**config.mk**
```make
export PLATFORM = sky130hd
export DESIGN_NAME = fetch_unit
export DESIGN_NICKNAME = d
export VERILOG_FILES = /design/src/rtl/fetch_unit.sv
export SDC_FILE = /design/constraint.sdc
export NUM_CORES = 1
export LEC_CHECK = 0
export BUFFER_PORTS_ARGS = -buffer_cell sky130_fd_sc_hd__buf_2
export CORE_MARGIN = 2
export CORE_UTILIZATION = 35
export DETAILED_ROUTE_END_ITERATION = 8
export PLACE_DENSITY = 0.55
export SYNTH_ARGS = -nofsm -noshare
export SYNTH_HDL_FRONTEND = slang
export SYNTH_SLANG_ARGS = --single-unit
export TNS_END_PERCENT = 20
```
**constraint.sdc**
```tcl
create_clock -name clk -period 3.3 [get_ports clk]
set_input_delay 0.66 -clock clk [delete_from_list [all_inputs] [get_ports clk]]
set_output_delay 0.66 -clock clk [all_outputs]
set_load 0.005 [all_outputs]
```
**src/rtl/fetch_unit.sv**
```systemverilog
// Instruction-fetch front end: fetch PC, req/gnt/rvalid memory handshake,
// a DEPTH-entry prefetch FIFO toward decode, and redirect flushing that
// discards responses belonging to the superseded instruction stream.
module fetch_unit #(
    parameter int unsigned          WORD_SIZE = 32,
    parameter int unsigned          ADDR_SIZE = 10,
    parameter int unsigned          DEPTH     = 4,
    parameter logic [ADDR_SIZE-1:0] RESET_PC  = '0
) (
    input  logic                 clk,
    input  logic                 rst,
    input  logic                 redirect,
    input  logic [ADDR_SIZE-1:0] redirect_pc,
    output logic                 imem_req,
    output logic [ADDR_SIZE-1:0] imem_addr,
    input  logic                 imem_gnt,
    input  logic                 imem_rvalid,
    input  logic [WORD_SIZE-1:0] imem_rdata,
    output logic                 instr_valid,
    output logic [WORD_SIZE-1:0] instr,
    output logic [ADDR_SIZE-1:0] instr_pc,
    input  logic                 instr_ready
);
    localparam int unsigned          PW           = (DEPTH > 1) ? $clog2(DEPTH) : 1;
    localparam int unsigned          CW           = $clog2(DEPTH + 1);
    localparam logic [ADDR_SIZE-1:0] PC_STEP      = ADDR_SIZE'(4);
    localparam logic [CW:0]          CREDIT_LIMIT = (CW + 1)'(DEPTH);

    logic [ADDR_SIZE-1:0] fetch_pc_q, fetch_pc_d;
    logic [ADDR_SIZE-1:0] resp_pc_q, resp_pc_d;
    logic                 run_q;
    logic [PW-1:0]        wr_ptr_q, wr_ptr_d;
    logic [PW-1:0]        rd_ptr_q, rd_ptr_d;
    logic [CW-1:0]        count_q, count_d;
    logic [CW-1:0]        outst_q, outst_d;
    logic [CW-1:0]        stale_q, stale_d;

    logic [WORD_SIZE-1:0] word_q  [DEPTH];
    logic [ADDR_SIZE-1:0] pcbuf_q [DEPTH];

    logic [CW:0] credit_sum;
    logic        accept;
    logic        push;
    logic        pop;

    // Credits count buffered entries plus every transaction still in flight,
    // so a returning word always has a free FIFO slot. Registered counts only:
    // a pop in this cycle frees its credit next cycle.
    assign credit_sum  = {1'b0, count_q} + {1'b0, outst_q};
    assign imem_req    = run_q & (credit_sum < CREDIT_LIMIT);
    assign imem_addr   = fetch_pc_q;
    assign accept      = imem_req & imem_gnt;

    // Head outputs are forced to zero while the FIFO is empty.
    assign instr_valid = (count_q != '0);
    assign instr       = instr_valid ? word_q[rd_ptr_q]  : '0;
    assign instr_pc    = instr_valid ? pcbuf_q[rd_ptr_q] : '0;

    // A response is kept only if it belongs to the current stream and no
    // redirect is happening this cycle; a redirect also swallows any pop.
    assign push = imem_rvalid & ~redirect & (stale_q == '0);
    assign pop  = instr_valid & instr_ready & ~redirect;

    // Next-state computation for PCs, pointers and the three counters.
    always_comb begin
        fetch_pc_d = accept ? fetch_pc_q + PC_STEP : fetch_pc_q;
        resp_pc_d  = push ? resp_pc_q + PC_STEP : resp_pc_q;
        wr_ptr_d   = push ? wr_ptr_q + PW'(1) : wr_ptr_q;
        rd_ptr_d   = pop ? rd_ptr_q + PW'(1) : rd_ptr_q;
        count_d    = count_q + CW'(push) - CW'(pop);
        outst_d    = outst_q + CW'(accept) - CW'(imem_rvalid);
        stale_d    = stale_q;
        if (imem_rvalid && (stale_q != '0)) begin
            stale_d = stale_q - CW'(1);
        end
        if (redirect) begin
            fetch_pc_d = redirect_pc;
            resp_pc_d  = redirect_pc;
            wr_ptr_d   = '0;
            rd_ptr_d   = '0;
            count_d    = '0;
            // Everything still in flight after this edge (including a request
            // accepted this cycle) was issued for the old stream. Stale
            // transactions are a subset of the outstanding ones, so this also
            // accumulates correctly across back-to-back redirects.
            stale_d    = outst_d;
        end
    end

    // Control state; reset drops everything at once, including in-flight credit.
    always_ff @(posedge clk or posedge rst) begin
        if (rst) begin
            fetch_pc_q <= RESET_PC;
            resp_pc_q  <= RESET_PC;
            run_q      <= 1'b0;
            wr_ptr_q   <= '0;
            rd_ptr_q   <= '0;
            count_q    <= '0;
            outst_q    <= '0;
            stale_q    <= '0;
        end else begin
            fetch_pc_q <= fetch_pc_d;
            resp_pc_q  <= resp_pc_d;
            run_q      <= 1'b1;
            wr_ptr_q   <= wr_ptr_d;
            rd_ptr_q   <= rd_ptr_d;
            count_q    <= count_d;
            outst_q    <= outst_d;
            stale_q    <= stale_d;
        end
    end

    // FIFO storage: word and its PC written together; contents need no reset
    // because the head outputs are gated by the entry count.
    always_ff @(posedge clk) begin
        if (push) begin
            word_q[wr_ptr_q]  <= imem_rdata;
            pcbuf_q[wr_ptr_q] <= resp_pc_q;
        end
    end

endmodule

```
==> results.sh, run 1 <==
export IMPL_syn_nets=529
export IMPL_outcome="finished, final reports clean"
export IMPL_place_hpwl_mm=10.52
export IMPL_drt_iter0_drc=259
export IMPL_place_inst=879
export IMPL_root_buffer="clkbuf_16"
export IMPL_initial_core_util_pct=35.42
export IMPL_path_class="reg -> out"
export IMPL_ir_drop_uv=365.7
export IMPL_fp_dieArea_sq_um=24860
export IMPL_crit_slowest_cell="dfrtp_4"
export IMPL_vias_per_cell=4.927
export IMPL_period_needed_ns=3.063
export IMPL_setup_slack_ns=0.2368
export IMPL_clk_latency_ns=0.51
export IMPL_ios=102
export IMPL_grt_usage_pct=13.75
export IMPL_synth_edf_count=168
export IMPL_reg2reg_slack_ns=0.44
export IMPL_ys_types=43
export IMPL_r2r_start="count_q[2]"
export IMPL_clock_sinks=202
export IMPL_synth_top_flop_cell="edfxtp_1"
export IMPL_slowest_delay_ns=0.72
export IMPL_dr_pass1_iters=7
export IMPL_antenna_found_initial=1
export IMPL_arrival_ns=2.40
export IMPL_die_h_um=157.7
export IMPL_cts_made_buffers=23
export IMPL_gp_congestion=0.8258
export IMPL_placeableCoreArea_sq_um=23330
export IMPL_yosysWarningCount=0
export IMPL_clk_pin_slew_ns=0.06
export IMPL_reg2reg_to="stale_q[2]"
export IMPL_wl_mm=16.82
export IMPL_final_setup_viol_count=0
export IMPL_grt_pass1_vias=4847
export IMPL_dp_slack_ns=0.4426
export IMPL_cp_start_kind="flop"
export IMPL_wire_per_inst_um=18.26
export IMPL_path_cells="buf_4 -> mux4_2 -> nor2b_1 -> buf_2"
export IMPL_path_buf_inv=2
export IMPL_fmaxAchievable_mhz=326.5
export IMPL_postRouteAntennaNets=0
export IMPL_total_power_mw=7.133
export IMPL_required_ns=2.64
export IMPL_relSlewSlack_pct=49.67
export IMPL_rsz0062_at_grt="no"
export IMPL_cts_tree="yes"
export IMPL_nets=649
export IMPL_layout_drive_gt1_share_pct=33.28
export IMPL_fin_setup_tns_ns=0
export IMPL_grt_pass1_wl_mm=26.42
export IMPL_area_growth_pct=21.75
export IMPL_cp_startpoint="rd_ptr_q[0]"
export IMPL_syn_inst=465
export IMPL_p_leak_nw=3.587
export IMPL_hold_class="in -> async"
export IMPL_critPathMaxFanout=21
export IMPL_worstSetupEndpointType="primary output"
export IMPL_placed_cell_area_sq_um=9284
export IMPL_report_final_slew_viol_count=0
export IMPL_yosysSeqAreaShare_pct=71.33
export IMPL_grt_overflow=0
export IMPL_hold_viol_final=0
export IMPL_postCtsSetupRepairBufs=0
export IMPL_grt_max_degree=44
export IMPL_fin_util_pct=43.13
export IMPL_period_share_pct=92.82
export IMPL_cts_resized=0
export IMPL_worst_pin_slew_ns=0.7542
export IMPL_ctsHoldBuffers=0
export IMPL_critPathTopFamily="flip-flops"
export IMPL_vias=4538
export IMPL_async_flop_share_pct=16.83
export IMPL_fin_cells=921
export IMPL_drc=0
export IMPL_cts_max_path_buffers=3
export IMPL_maxCapViolations=0
export IMPL_dieWidth_um=157.7
export IMPL_synth_area_sq_um=8265
export IMPL_clock_skew_ns=0.009719
export IMPL_timing_hold_ws_ns=0.2779
export IMPL_fin_area_sq_um=10060
export IMPL_avgSynthCellArea_sq_um=17.78
export IMPL_port_buffers=101
export IMPL_ctsHtreeMaxLevel=1
export IMPL_num_rows=56
export IMPL_powerDensity_nw_per_um2=708.8
export IMPL_ys_ff_latch=202
export IMPL_rr_worst_depth=10
-- worst register-to-register path, delay by kind of cell, from the launching register on --
family                   cells  cell delay (ns)
AO/OA/AOI/OAI                1             0.17
XOR/XNOR                     1             0.15
adder cells (fa/ha/maj)      4             1.16
buffers and inverters        1             0.04
flip-flops                   1             0.43
AND/OR/NAND/NOR              3             0.80
-- sequential cells by signal, summed over array words and instances, names as in the netlist --
signal and count:
count_q 3, imem_addr 10, outst_q 3, pcbuf_q 40, rd_ptr_q 2, resp_pc_q 10, run_q 1, stale_q 3
word_q 128, wr_ptr_q 2
-- layout by cell type, fill, tap and decap left out, types with 2 or more instances in the layout --
master / synthesis / final
o31ai_1: 7 / 7
clkinv_1: 0 / 2
mux4_2: 42 / 42
clkbuf_16: 0 / 25
buf_12: 0 / 6
nand3_1: 2 / 2
xor2_1: 6 / 6
o41a_1: 3 / 3
mux2i_1: 2 / 2
bufinv_16: 0 / 2
and3_1: 3 / 3
nand2_1: 8 / 8
buf_4: 0 / 10
nor2b_1: 48 / 48
xnor2_1: 3 / 3
nand2b_1: 2 / 2
fa_1: 2 / 2
or3_1: 4 / 4
or4_1: 4 / 4
buf_2: 5 / 101
dfrtp_1: 34 / 32
inv_1: 18 / 18
a21oi_1: 5 / 5
ha_1: 14 / 14
nor2_1: 23 / 23
a311oi_1: 7 / 7
edfxtp_1: 168 / 168
a31oi_1: 7 / 7
clkbuf_1: 15 / 6
nand4_1: 5 / 5
o21ai_0: 7 / 7
and2_2: 0 / 4
clkinvlp_4: 0 / 3
and4_1: 2 / 2
-- worst max-delay path by stage --
stage | endpoint | slack (ns) | cells after the start
after floorplan | stale_q[2] | 0.31 | 11
after global placement | stale_q[2] | 0.49 | 10
after detailed placement | stale_q[2] | 0.44 | 10
after CTS | instr_pc[2] | 0.14 | 4
after global routing | instr_pc[1] | 0.09 | 4
final | instr[4] | 0.24 | 4
-- cell families (layout without fill, tap and decap cells) --
logic type                 Yosys count  count (layout)  synth area share, %
AOI/OAI and AO/OA                   42              42                3.648
other                                1               2              0.04537
adders and majority gates           16              16                2.604
buffers and inverters               40             176                1.983
xor gates and xnor gates             9               9               0.9537
muxes                               44              44                11.69
DFF                                202             202                71.33
and+or+nand+nor                    111             111                7.750
-- synth_stat cells (all sizes together) (2+ instances only) --
library cell | count | area share [%]
edfxtp | 168 | 61
nor2b | 48 | 3.6
mux4 | 42 | 11
dfrtp | 34 | 10
nor2 | 23 | 1.0
inv | 18 | 0.82
clkbuf | 15 | 0.68
ha | 14 | 2.1
nand2 | 8 | 0.36
a311oi | 7 | 0.74
a31oi | 7 | 0.53
buf | 7 | 0.48
o21ai | 7 | 0.42
o31ai | 7 | 0.64
xor2 | 6 | 0.64
a21oi | 5 | 0.30
nand4 | 5 | 0.38
and2 | 4 | 0.30
or3 | 4 | 0.30
or4 | 4 | 0.36
and3 | 3 | 0.23
o41a | 3 | 0.41
xnor2 | 3 | 0.32
and4 | 2 | 0.21
fa | 2 | 0.48
mux2i | 2 | 0.24
nand2b | 2 | 0.15
nand3 | 2 | 0.12
-- layer usage --
metal	wire [um]	share of wire, %	vias up	global-route usage, %
met5	13	0.077	-	0
li1	-	-	2058	-
met1	7327	44	2320	18.10
met2	8111	48	127	23.31
met3	1036	6.2	31	3.011
met4	329	2.0	2	3.247
-- cell type report --
class                   count  area (sq um)
clock inverters             9         115.1
well taps                 319         399.1
inverters                  18         67.56
clock buffers              32         661.9
fillers                  2098         13270
diodes                      1         2.502
multi-input cells         223          2216
flip-flops and latches    202          5901
repair buffers            117         700.7
-- power breakdown --
group / internal (mW) / switching (mW)
clock: 1.57 / 0.989
combinational: 0.771 / 0.718
sequential: 2.91 / 0.180
Note: power is estimated with default switching activity, not from simulation.
==> run 2, diff against run 1 <==
--- a/config.mk
+++ b/config.mk
@@ -13,4 +13,4 @@
 export SYNTH_ARGS = -nofsm -noshare
 export SYNTH_HDL_FRONTEND = slang
 export SYNTH_SLANG_ARGS = --single-unit
-export TNS_END_PERCENT = 20
+export TNS_END_PERCENT = 5
==> constraint.sdc (replaced) <==
create_clock -name clk -period 3.45 [get_ports clk]
set_input_delay 0.69 -clock clk [delete_from_list [all_inputs] [get_ports clk]]
set_output_delay 0.69 -clock clk [all_outputs]
set_load 0.005 [all_outputs]
==> run 2 against run 1 <==
- first-iteration DRC count increased by 11%
- power decreased by 2.4%
- design area about the same
- clock power about the same
- critical path depth unchanged
- count of clock-buffer cells in the layout decreased by 8
- sequential share of layout area about the same
- non-clock buffer count decreased by 4
- cell count decreased by 0.22%
- critical endpoint is now instr[30]
- largest power group unchanged
==> results.sh, run 2 (same netlist as run 1, synthesis figures left out) <==
export IMPL_outcome="finished, final reports clean"
export IMPL_ctsHtreeMaxLevel=1
export IMPL_placeableCoreArea_sq_um=23330
export IMPL_p_leak_nw=3.591
export IMPL_grt_max_degree=44
export IMPL_period_share_pct=88.87
export IMPL_dr_pass1_iters=4
export IMPL_clock_sinks=202
export IMPL_path_cells="buf_12 -> mux4_2 -> nor2b_1 -> buf_2"
export IMPL_critPathTopFamily="flip-flops"
export IMPL_fmaxAchievable_mhz=326.2
export IMPL_drc=0
export IMPL_vias=4490
export IMPL_slowest_delay_ns=0.72
export IMPL_clk_latency_ns=0.51
export IMPL_timing_hold_ws_ns=0.3051
export IMPL_clock_skew_ns=0.01214
export IMPL_place_hpwl_mm=10.43
export IMPL_final_common_cell="edfxtp_1"
export IMPL_cts_max_path_buffers=3
export IMPL_fin_util_pct=43.15
export IMPL_top_register="word_q"
export IMPL_worst_pin_slew_ns=0.7309
export IMPL_antenna_found_initial=1
export IMPL_rr_worst_depth=10
export IMPL_maxCapViolations=0
export IMPL_ir_drop_uv=310.8
export IMPL_ios=102
export IMPL_die_h_um=157.7
export IMPL_path_buf_inv=2
export IMPL_nets=645
export IMPL_clk_pin_slew_ns=0.06
export IMPL_fp_dieArea_sq_um=24860
export IMPL_vias_per_cell=4.886
export IMPL_layout_drive_gt1_share_pct=34.11
export IMPL_reg_largest_list="word_q: 128 flops, pcbuf_q: 40 flops"
export IMPL_powerDensity_nw_per_um2=691.3
export IMPL_required_ns=2.76
export IMPL_grt_usage_pct=13.65
export IMPL_cts_made_buffers=23
export IMPL_final_cell_mix="168 x edfxtp_1, 101 x buf_2, 48 x nor2b_1, 42 x mux4_2, 32 x dfrtp_1"
export IMPL_report_final_slew_viol_count=0
export IMPL_rsz0062_at_grt="no"
export IMPL_postRouteAntennaNets=0
export IMPL_root_buffer="clkbuf_16"
export IMPL_worstSetupEndpointType="primary output"
export IMPL_initial_core_util_pct=35.42
export IMPL_critPathMaxFanout=24
export IMPL_wl_mm=16.81
export IMPL_drt_iter0_drc=287
export IMPL_period_needed_ns=3.066
export IMPL_cts_tree="yes"
export IMPL_ctsHoldBuffers=0
export IMPL_dieWidth_um=157.7
export IMPL_largest_reg_flops=128
export IMPL_cts_resized=0
export IMPL_num_rows=56
export IMPL_path_class="reg -> out"
export IMPL_hold_class="in -> async"
export IMPL_fin_setup_tns_ns=0
export IMPL_port_buffers=101
export IMPL_gp_congestion=0.8134
export IMPL_crit_slowest_cell="dfrtp_4"
export IMPL_grt_pass1_vias=4695
export IMPL_hold_viol_final=0
export IMPL_postCtsSetupRepairBufs=0
export IMPL_grt_overflow=0
export IMPL_grt_pass1_wl_mm=26.19
export IMPL_wire_per_inst_um=18.29
export IMPL_relSlewSlack_pct=51.22
export IMPL_final_setup_viol_count=0
export IMPL_area_growth_pct=21.80
export IMPL_arrival_ns=2.38
export IMPL_critical_path_depth=4
export IMPL_cp_start_kind="flop"
[run 2: changes by cell type in the layout (fill, tap and decap cells not counted), sizes merged]
cell      change
clkbuf        -8
clkinv        +4
buf           -4
inv           +1
bufinv        +3
clkinvlp      +1
diode         +1
[run 2: layout make-up]
cell class                 count  area (sq um)
multi-input combinational    223          2216
inverter                      18         67.56
timing repair buffer         113         658.1
sequential                   202          5901
fill                        2092         13270
tap                          319         399.1
antenna                        2         5.005
clock buffer                  24         589.3
clock inverter                18         231.5
[run 2: layer usage]
layer  vias to the layer above  part of all wire [%]  GRT usage [%]
met5                         -                 0.077              0
met2                       123                    47          22.32
li1                       2056                     -              -
met1                      2281                    45          18.77
met3                        28                   6.4          2.984
met4                         2                   2.0          3.117
[run 2: path summary, 6_finish.rpt]
| path | from | to | slack [ns] |
|---|---|---|---|
| max in group asynchronous | rst | imem_addr[1] | 2.43 |
| min in group clk | imem_rdata[19] | word_q[0][19] | 0.40 |
| worst min register to register | imem_addr[0] | imem_addr[0] | 0.53 |
| worst max register to register | count_q[2] | stale_q[2] | 0.60 |
| worst min-delay path | rst | stale_q[0] | 0.31 |
| worst max-delay path | rd_ptr_q[0] | instr[30] | 0.38 |
[run 2: metrics by stage]
stage	setup slack, ns	instances	power (mW)	cell area, sq um
2_1_floorplan	0.4632	465	3.899	8265
3_3_place_gp	0.6317	875	4.441	9241
3_5_place_dp	0.5993	875	4.462	9241
4_1_cts	0.2768	917	7.070	10060
5_1_grt	0.2027	917	7.331	10060
6_report	0.3841	919	6.959	10070
[run 2: where the power goes]
group	internal, mW	total [mW]	switching [mW]
Clock	1.62	2.59	0.967
Combinational	0.730	1.42	0.691
Sequential	2.78	2.95	0.168
Total	5.13	6.96	1.83
